[config.mk]
export PLATFORM = sky130hd
export DESIGN_NAME = priority_arb_n_v
export DESIGN_NICKNAME = d
export VERILOG_FILES = /design/src/rtl/priority_arb_n_v_pkg.sv /design/src/rtl/priority_sel_n_v.sv /design/src/rtl/priority_arb_n_v.sv
export SDC_FILE = /design/constraint.sdc
export NUM_CORES = 1
export LEC_CHECK = 0
export CAP_MARGIN = 25
export CORE_MARGIN = 3
export CORE_UTILIZATION = 25
export CTS_CLUSTER_DIAMETER = 40
export DETAILED_ROUTE_END_ITERATION = 10
export SLEW_MARGIN = 25
export SYNTH_ARGS = -nofsm -noshare
export SYNTH_HDL_FRONTEND = slang
export SYNTH_SLANG_ARGS = --single-unit
[constraint.sdc]
create_clock -name i_clk -period 1.5 [get_ports i_clk]
set_input_delay 0.375 -clock i_clk [delete_from_list [all_inputs] [get_ports i_clk]]
set_output_delay 0.375 -clock i_clk [all_outputs]
set_load 0.05 [all_outputs]
[src/rtl/priority_arb_n_v_pkg.sv]
// Shared constants for the N-way priority/round-robin arbiter: mode selectors and FSM states.
// Pure declarations, no logic; imported by the top and the selector.
package priority_arb_n_v_pkg;

  localparam int PRI_FIXED = 0;
  localparam int PRI_RR    = 1;

  typedef enum logic {
    ST_IDLE  = 1'b0,
    ST_GRANT = 1'b1
  } state_e;

endpackage

[src/rtl/priority_sel_n_v.sv]
// Combinational N-to-W selector: first set bit searching downward from start, wrapping N-1 after 0.
// Zero latency; no flow control, pure function of req and start.
module priority_sel_n_v
  import priority_arb_n_v_pkg::*;
#(
  parameter int N = 8,
  parameter int W = $clog2(N)
) (
  input  logic [N-1:0] req,
  input  logic [W-1:0] start,
  output logic         hit,
  output logic [W-1:0] code
);

  int idx;

  // Rotated position j maps to original index (start + j + 1) mod N, so j = N-1 is start itself.
  // Scanning j upward and keeping the last hit priority-encodes the rotated vector and un-rotates it.
  always_comb begin
    hit  = 1'b0;
    code = '0;
    idx  = 0;
    for (int j = 0; j < N; j++) begin
      idx = int'(start) + j + 1;
      if (idx >= N) idx = idx - N;
      if (req[idx]) begin
        hit  = 1'b1;
        code = W'(idx);
      end
    end
  end

endmodule

[src/rtl/priority_arb_n_v.sv]
// Registered N-way arbiter: one grant per cycle, 1-cycle request-to-valid latency.
// Grant is held frozen until i_ack; requests arriving meanwhile wait, no preemption.
module priority_arb_n_v
  import priority_arb_n_v_pkg::*;
#(
  parameter int N       = 8,
  parameter int W       = $clog2(N),
  parameter int RR_MODE = PRI_FIXED
) (
  input  logic         i_clk,
  input  logic         i_rst_n,
  input  logic [N-1:0] i_req,
  input  logic         i_ack,
  output logic         o_valid,
  output logic [W-1:0] o_code,
  output logic [N-1:0] o_grant,
  output logic         o_none
);

  state_e         state_q, state_d;
  logic [W-1:0]   ptr_q, ptr_d;
  logic [W-1:0]   code_q, code_d;
  logic [N-1:0]   grant_q, grant_d;
  logic           none_q, none_d;
  logic           ack_go;
  logic           sel_hit;
  logic [W-1:0]   sel_code;
  logic [W-1:0]   start;

  assign ack_go = (state_q == ST_GRANT) && i_ack;

  // The pointer moves on the ack edge and the re-evaluation in that same edge already sees it.
  assign ptr_d = ((RR_MODE == PRI_RR) && ack_go) ? code_q : ptr_q;

  always_comb begin
    start = W'(N - 1);
    if ((RR_MODE == PRI_RR) && (ptr_d != '0)) start = ptr_d - W'(1);
  end

  priority_sel_n_v #(
    .N (N),
    .W (W)
  ) u_sel (
    .req   (i_req),
    .start (start),
    .hit   (sel_hit),
    .code  (sel_code)
  );

  always_comb begin
    state_d = state_q;
    code_d  = code_q;
    grant_d = grant_q;
    none_d  = none_q;
    if ((state_q == ST_IDLE) || ack_go) begin
      none_d  = ~|i_req;
      grant_d = '0;
      if (sel_hit) begin
        state_d           = ST_GRANT;
        code_d            = sel_code;
        grant_d[sel_code] = 1'b1;
      end else begin
        state_d = ST_IDLE;
      end
    end
  end

  always_ff @(posedge i_clk or negedge i_rst_n) begin
    if (!i_rst_n) begin
      state_q <= ST_IDLE;
      ptr_q   <= '0;
      code_q  <= '0;
      grant_q <= '0;
      none_q  <= 1'b1;
    end else begin
      state_q <= state_d;
      ptr_q   <= ptr_d;
      code_q  <= code_d;
      grant_q <= grant_d;
      none_q  <= none_d;
    end
  end

  assign o_valid = (state_q == ST_GRANT);
  assign o_code  = code_q;
  assign o_grant = grant_q;
  assign o_none  = none_q;

endmodule
# After elaboration in Yosys (flattened, before gate mapping)
# Index checks and enable logic that the tools add are counted.
word_totals:
  reg_bits: 13
  input_bits: 11
  output_inout_bits: 13
  wordCells: 32
op_classes:
  n_lt_le_gt_ge: 2
  mux: 19
  bitwise: 1
  reduce_logical: 6
op_table:
  columns: ["op", "n"]
  rows:
  - ["$mux W3", 4]
  - ["$mux W1", 11]
  - ["$mux W8", 1]
  - ["$reduce_or A8 Y1", 1]
  - ["$lt A3 B4 Y1 const B", 1]
  - ["$mux W2", 2]
  - ["$demux W1 S3", 1]
  - ["$ge A3 B1 Y1 const B", 1]
  - ["$logic_and A1 B1 Y1", 2]
  - ["$reduce_and A2 Y1", 1]
  - ["$logic_not A1 Y1", 1]
  - ["$logic_or A1 B1 Y1", 1]
  - ["$not A1 Y1", 1]

# Longest topological paths before layout
# Gate-level depths: netlist (run 1).
logic_depth:
  depth_word: 12
  mapped_depth: 5
  mapped_depth_nobuf: 4

# Modules after synthesis
# A second synthesis (run 1) with hierarchy kept.
unflattened:
  hier_cells: 143
  area_unflattened_um2: 1447.6
modules_own_cells:
  columns: ["module", "instances", "cells_per_inst", "area_per_inst_um2", "seq_area_each_um2"]
  rows:
  - ["priority_sel_n_v", 1, 100, 892.1, 0.0]
  - ["priority_arb_n_v", 1, 43, 555.5, 326.6]

# Worst setup path before layout (run 1)
# Ideal clock, no wire load.
synth_path:
  path_kind: "reg2reg"
  start: "register state_q, in the netlist o_valid"
  end: "register grant_q[7], in the netlist o_grant[7]"
  setup_ns: 0.125
  arrival_ns: 1.367
  required_time_ns: 1.375
  setup_slack_ns: 0.008
  path_stages_with_launch: 4
  n_path_buf: 1
  period_less_slack_ns: 1.492
  path_cell_list: "dfrtp_1 -> nor2b_1 -> buf_2 -> mux2_2"
synth_via:
  elab_chain_cells: 2
  elab_cells_between_ends: 3
  classes_between: "1 x bitwise; 2 x reduce/logical"
synth_lines:
  columns: ["item", "line", "rtl"]
  rows:
  - ["start, declared", "priority_arb_n_v.sv:20", "state_e state_q, state_d;"]
  - ["start signal, assigned", "priority_arb_n_v.sv:76", "state_q <= state_d;"]
  - ["$logic_and A1 B1 Y1 / $not A1 Y1 (equally long branches)", "priority_arb_n_v.sv:30, priority_arb_n_v.sv:55", null]
  - ["$logic_or A1 B1 Y1 *", "priority_arb_n_v.sv:55", "if ((state_q == ST_IDLE) || ack_go) begin"]
  - ["end signal, assigned", "priority_arb_n_v.sv:79", "grant_q <= grant_d;"]
  - ["end, declared", "priority_arb_n_v.sv:23", "logic [N-1:0] grant_q, grant_d;"]
# Mark *: on every way between the ends. The rest lies on a longest branch, timed or not.
# A chain may end at the register's enable or synchronous reset.

# Final worst setup path (run 1)
layout_path:
  start: "input port i_req[0]"
  end: "register code_q[0], in the netlist o_code[0]"
layout_via:
  elab_chain_cells: 9
layout_lines:
  columns: ["item", "line", "rtl"]
  rows:
  - ["start, declared", "priority_arb_n_v.sv:12", "input logic [N-1:0] i_req,"]
  - ["$mux W1 (8 in a row)", "priority_sel_n_v.sv:26", "if (req[idx]) begin"]
  - ["$reduce_and A2 Y1 (no line)", null, null]
  - ["end signal, assigned", "priority_arb_n_v.sv:78", "code_q <= code_d;"]
  - ["end, declared", "priority_arb_n_v.sv:22", "logic [W-1:0] code_q, code_d;"]
# No other way between the ends.

==> results of run 1 <==
## layout make-up
cell class                 count  area, sq um  area share
clock buffer                   4         26.3      0.0232
inverter                       2         7.51     0.00664
multi-input combinational     36          272       0.240
sequential                    13          327       0.289
tap                           27         33.8      0.0299
timing repair buffer          36          465       0.412
## registers in the layout (all words and copies together), names as in the netlist
signal and count:
o_none 1, o_grant 8, o_valid 1, o_code 3
## synth_stat cells
cell type / count
sky130_fd_sc_hd__dfrtp_1: 12
sky130_fd_sc_hd__nand2_1: 8
sky130_fd_sc_hd__nor2_1: 4
sky130_fd_sc_hd__o21ai_0: 4
sky130_fd_sc_hd__o31ai_1: 3
sky130_fd_sc_hd__a21oi_1: 2
sky130_fd_sc_hd__a22o_1: 2
sky130_fd_sc_hd__buf_2: 2
sky130_fd_sc_hd__inv_1: 2
sky130_fd_sc_hd__nand3b_1: 2
sky130_fd_sc_hd__a21oi_2: 1
sky130_fd_sc_hd__dfstp_2: 1
sky130_fd_sc_hd__mux2_2: 1
sky130_fd_sc_hd__mux2_4: 1
sky130_fd_sc_hd__nor2b_1: 1
sky130_fd_sc_hd__nor4_2: 1
sky130_fd_sc_hd__nor4_4: 1
sky130_fd_sc_hd__o211ai_1: 1
sky130_fd_sc_hd__o21a_1: 1
sky130_fd_sc_hd__o21ai_1: 1
sky130_fd_sc_hd__o311ai_0: 1
sky130_fd_sc_hd__o31ai_2: 1
## metal layers
metal	global-route usage	share of wire	up-vias	routed length (um)
met5	0	0	-	0
met4	0.0622	0.0081	0	13
met3	0.0354	0.055	2	89
met2	0.189	0.50	18	799
met1	0.160	0.44	267	705
li1	-	-	267	-
## critical path, cell delays in order
cell                              delay, ps
sky130_fd_sc_hd__clkdlybuf4s50_1        460
sky130_fd_sc_hd__nor4_4                 360
sky130_fd_sc_hd__a21oi_2                130
sky130_fd_sc_hd__mux2_4                 300
## through the flow
step	power [mW]	setup slack [ps]	cell area [sq um]	instances	setup TNS, ps
3_3_place_gp	0.631	-281	1070	114	-1720
4_1_cts	0.846	7.73	1100	118	0
2_1_floorplan	0.479	8.40	591	53	0
5_1_grt	0.893	3.85	1130	118	0
6_report	0.849	31.8	1130	118	0
3_5_place_dp	0.633	-290	1070	114	-1920
## power by group through the flow
stage	combinational [mW]	clock (mW)	sequential [mW]
after floorplan	0.0397	0	0.440
after global placement	0.238	0	0.393
after detailed placement	0.240	0	0.392
after CTS	0.242	0.219	0.386
after global routing	0.262	0.243	0.388
final	0.248	0.215	0.386
## kinds of logic after synthesis
kind of cell | after synthesis | share of synthesized area
AO/OA/AOI/OAI | 17 | 0.203
AND/OR/NAND/NOR | 17 | 0.169
flip-flops | 13 | 0.553
buffers and inverters | 4 | 0.0297
multiplexers | 2 | 0.0445
## final timing paths
check / slack [ps] / to
setup / recovery: 30 / o_code[0]
hold / removal: 400 / o_code[1]
setup reg to reg: 200 / o_code[0]
hold reg to reg: 480 / o_none
max in group asynchronous: 870 / o_none
min in group i_clk: 480 / o_none
## placed cells by master (no fill, tap or decap)
master	n
sky130_fd_sc_hd__dlymetal6s2s_1	3
sky130_fd_sc_hd__nor2_1	4
sky130_fd_sc_hd__nor4_4	2
sky130_fd_sc_hd__dfstp_2	1
sky130_fd_sc_hd__o21ai_0	4
sky130_fd_sc_hd__nand3b_1	2
sky130_fd_sc_hd__buf_12	13
sky130_fd_sc_hd__o31ai_4	1
sky130_fd_sc_hd__a21oi_2	3
sky130_fd_sc_hd__o31ai_1	3
sky130_fd_sc_hd__o211ai_1	1
sky130_fd_sc_hd__mux2_4	1
sky130_fd_sc_hd__o311ai_0	1
sky130_fd_sc_hd__clkbuf_1	1
sky130_fd_sc_hd__nand2_1	8
sky130_fd_sc_hd__nor2b_1	1
sky130_fd_sc_hd__a22o_1	2
sky130_fd_sc_hd__o21ai_1	1
sky130_fd_sc_hd__mux2_2	1
sky130_fd_sc_hd__o21a_1	1
sky130_fd_sc_hd__clkdlybuf4s50_1	7
sky130_fd_sc_hd__inv_1	2
sky130_fd_sc_hd__clkbuf_4	3
sky130_fd_sc_hd__dfrtp_1	12
sky130_fd_sc_hd__buf_4	13
## repair_timing
action	4_1_cts	5_1_grt
setup endpoints to repair	0	4
setup buffers	0	0
gates resized for setup	0	7
endpoints found under the hold margin	0	0
==> qor.csv, run 1 <==
stage,metric,value,unit
run_status,outcome,"complete, no violations",
cts,cts_num_sinks,13,
global_routing,grt_first_pass_wirelength,2520,um
sta,finalHoldViolations,0,
global_routing,groute.usage.overall,0.125,
sta,fin_skew,1.26,ps
critical_path,critical_path_class,in2reg,
global_routing,grt_max_degree,14,
job,drv_cap,0,
sta,worstMarginPinSlew,332,ps
pwr,total_power_density_per_cell_area,750,nW/um^2
yosys,postSynthNetCount,64,
cts,cts_hold_buffers,0,
pwr,pwr-share-comb,0.292,
cts,clkTransAtPathRegs,80,ps
yosys,yosys.area.top_type_share,0.508,
min_path,hold_class,in2async,
finish,area.growth.synth_to_final,91.5,%
sta,setup-violations-final,0,
finish,nNetsFinal,103,
yosys,synthesis.instances,53,
pwr,switching_share,0.300,
floorplan,core_region_area,2100,sq um
floorplan,floorplan.initialDensity,0.281,
yosys,synth-seq-cells,13,
yosys,netlist.top_cell.by_area,sky130_fd_sc_hd__dfrtp_1,
pwr,internal_power,0.594,mW
cts,ctsRootBufferMaster,sky130_fd_sc_hd__clkbuf_4,
placement,detailed_place_hpwl,1220,um
route,first_pass_iters,4,
pwr,power.share.clock,0.253,
critical_path,critPathLaunchType,input port,
sta,layout_worst_path_cycle_share,0.979,
finish,fillers,196,
yosys,netlist_area,591,sq um
global_routing,antenna_violations_before_repair,0,
route,dr_total_vias,554,
sta,tightest_hold_margin,395,ps
cts,clk_path_buf_depth,2,
route,ant_nets,0,
floorplan,die_h,54.6,um
critical_path,critPathLaunch,i_req[0],
cts,numCtsBuffers,3,
route,route.detailed.drc,0,
placement,count_of_input_and_output_buffers,23,
floorplan,row_count,16,
pwr,peakVddDrop,0.495,mV
critical_path,reg2regPathDepth,4,
global_routing,via_count_of_the_first_global_routing_pass,562,
route,detail_route.wl_per_cell,13.6,um
pwr,p_seq_frac,0.455,
route,route.final.wire_length,1610,um
pwr,total_leakage_power,0.502,nW
pwr,switchingPower,0.254,mW
placement,gpl.final_weighted_congestion,0.796,
critical_path,path_max_fanout,3,
critical_path,critical_path.reg2reg.startpoint,o_valid,
finish,num_antenna_cells,0,
yosys,synth.avg_cell_area,11.1,sq um
critical_path,crit_required,1660,ps
critical_path,worst_ep_arrival_time,1630,ps
critical_path,end_kind,register,
yosys,yosys_warnings,0,
route,vias_per_cell,4.69,
yosys,post_synth_num_cell_types,22,
floorplan,io_pins,24,
finish,drive_above_1_share,0.418,
finish,final_util,0.538,
sta,timing_max_transition_violations_final,0,
cts,cts_tree,done,
cts,insertion_delay_of_the_later_clocked_pin_in_the_worst_skew_pair,270,ps
yosys,synth.top_cells.by_area,"sky130_fd_sc_hd__dfrtp_1 51%, sky130_fd_sc_hd__nand2_1 5.1%, sky130_fd_sc_hd__dfstp_2 4.4%",
yosys,yosysSeqAreaShare,0.553,
sta,timing.slew.headroom,0.776,
sta,achievable-frequency,681,MHz
floorplan,chipWidth,54.6,um
global_routing,grt_overflow_total,0,
route,drt_iter0_drc,16,
sta,grt_setup_unrepaired,no,
sta,layout_min_cycle_time,1470,ps
floorplan,die_area,2980,sq um
cts,cts_htree_levels,1,
No activity file was read; power rests on OpenSTA's default activity.
==> run 2, diff against run 1 <==
--- a/config.mk
+++ b/config.mk
@@ -5,6 +5,7 @@
 export SDC_FILE = /design/constraint.sdc
 export NUM_CORES = 1
 export LEC_CHECK = 0
+export ABC_CLOCK_PERIOD_IN_PS = 1500
 export CAP_MARGIN = 25
 export CORE_MARGIN = 3
 export CORE_UTILIZATION = 25
==> results of run 2 <==
The final DEF is identical to that of run 1; final timing and power are the same.
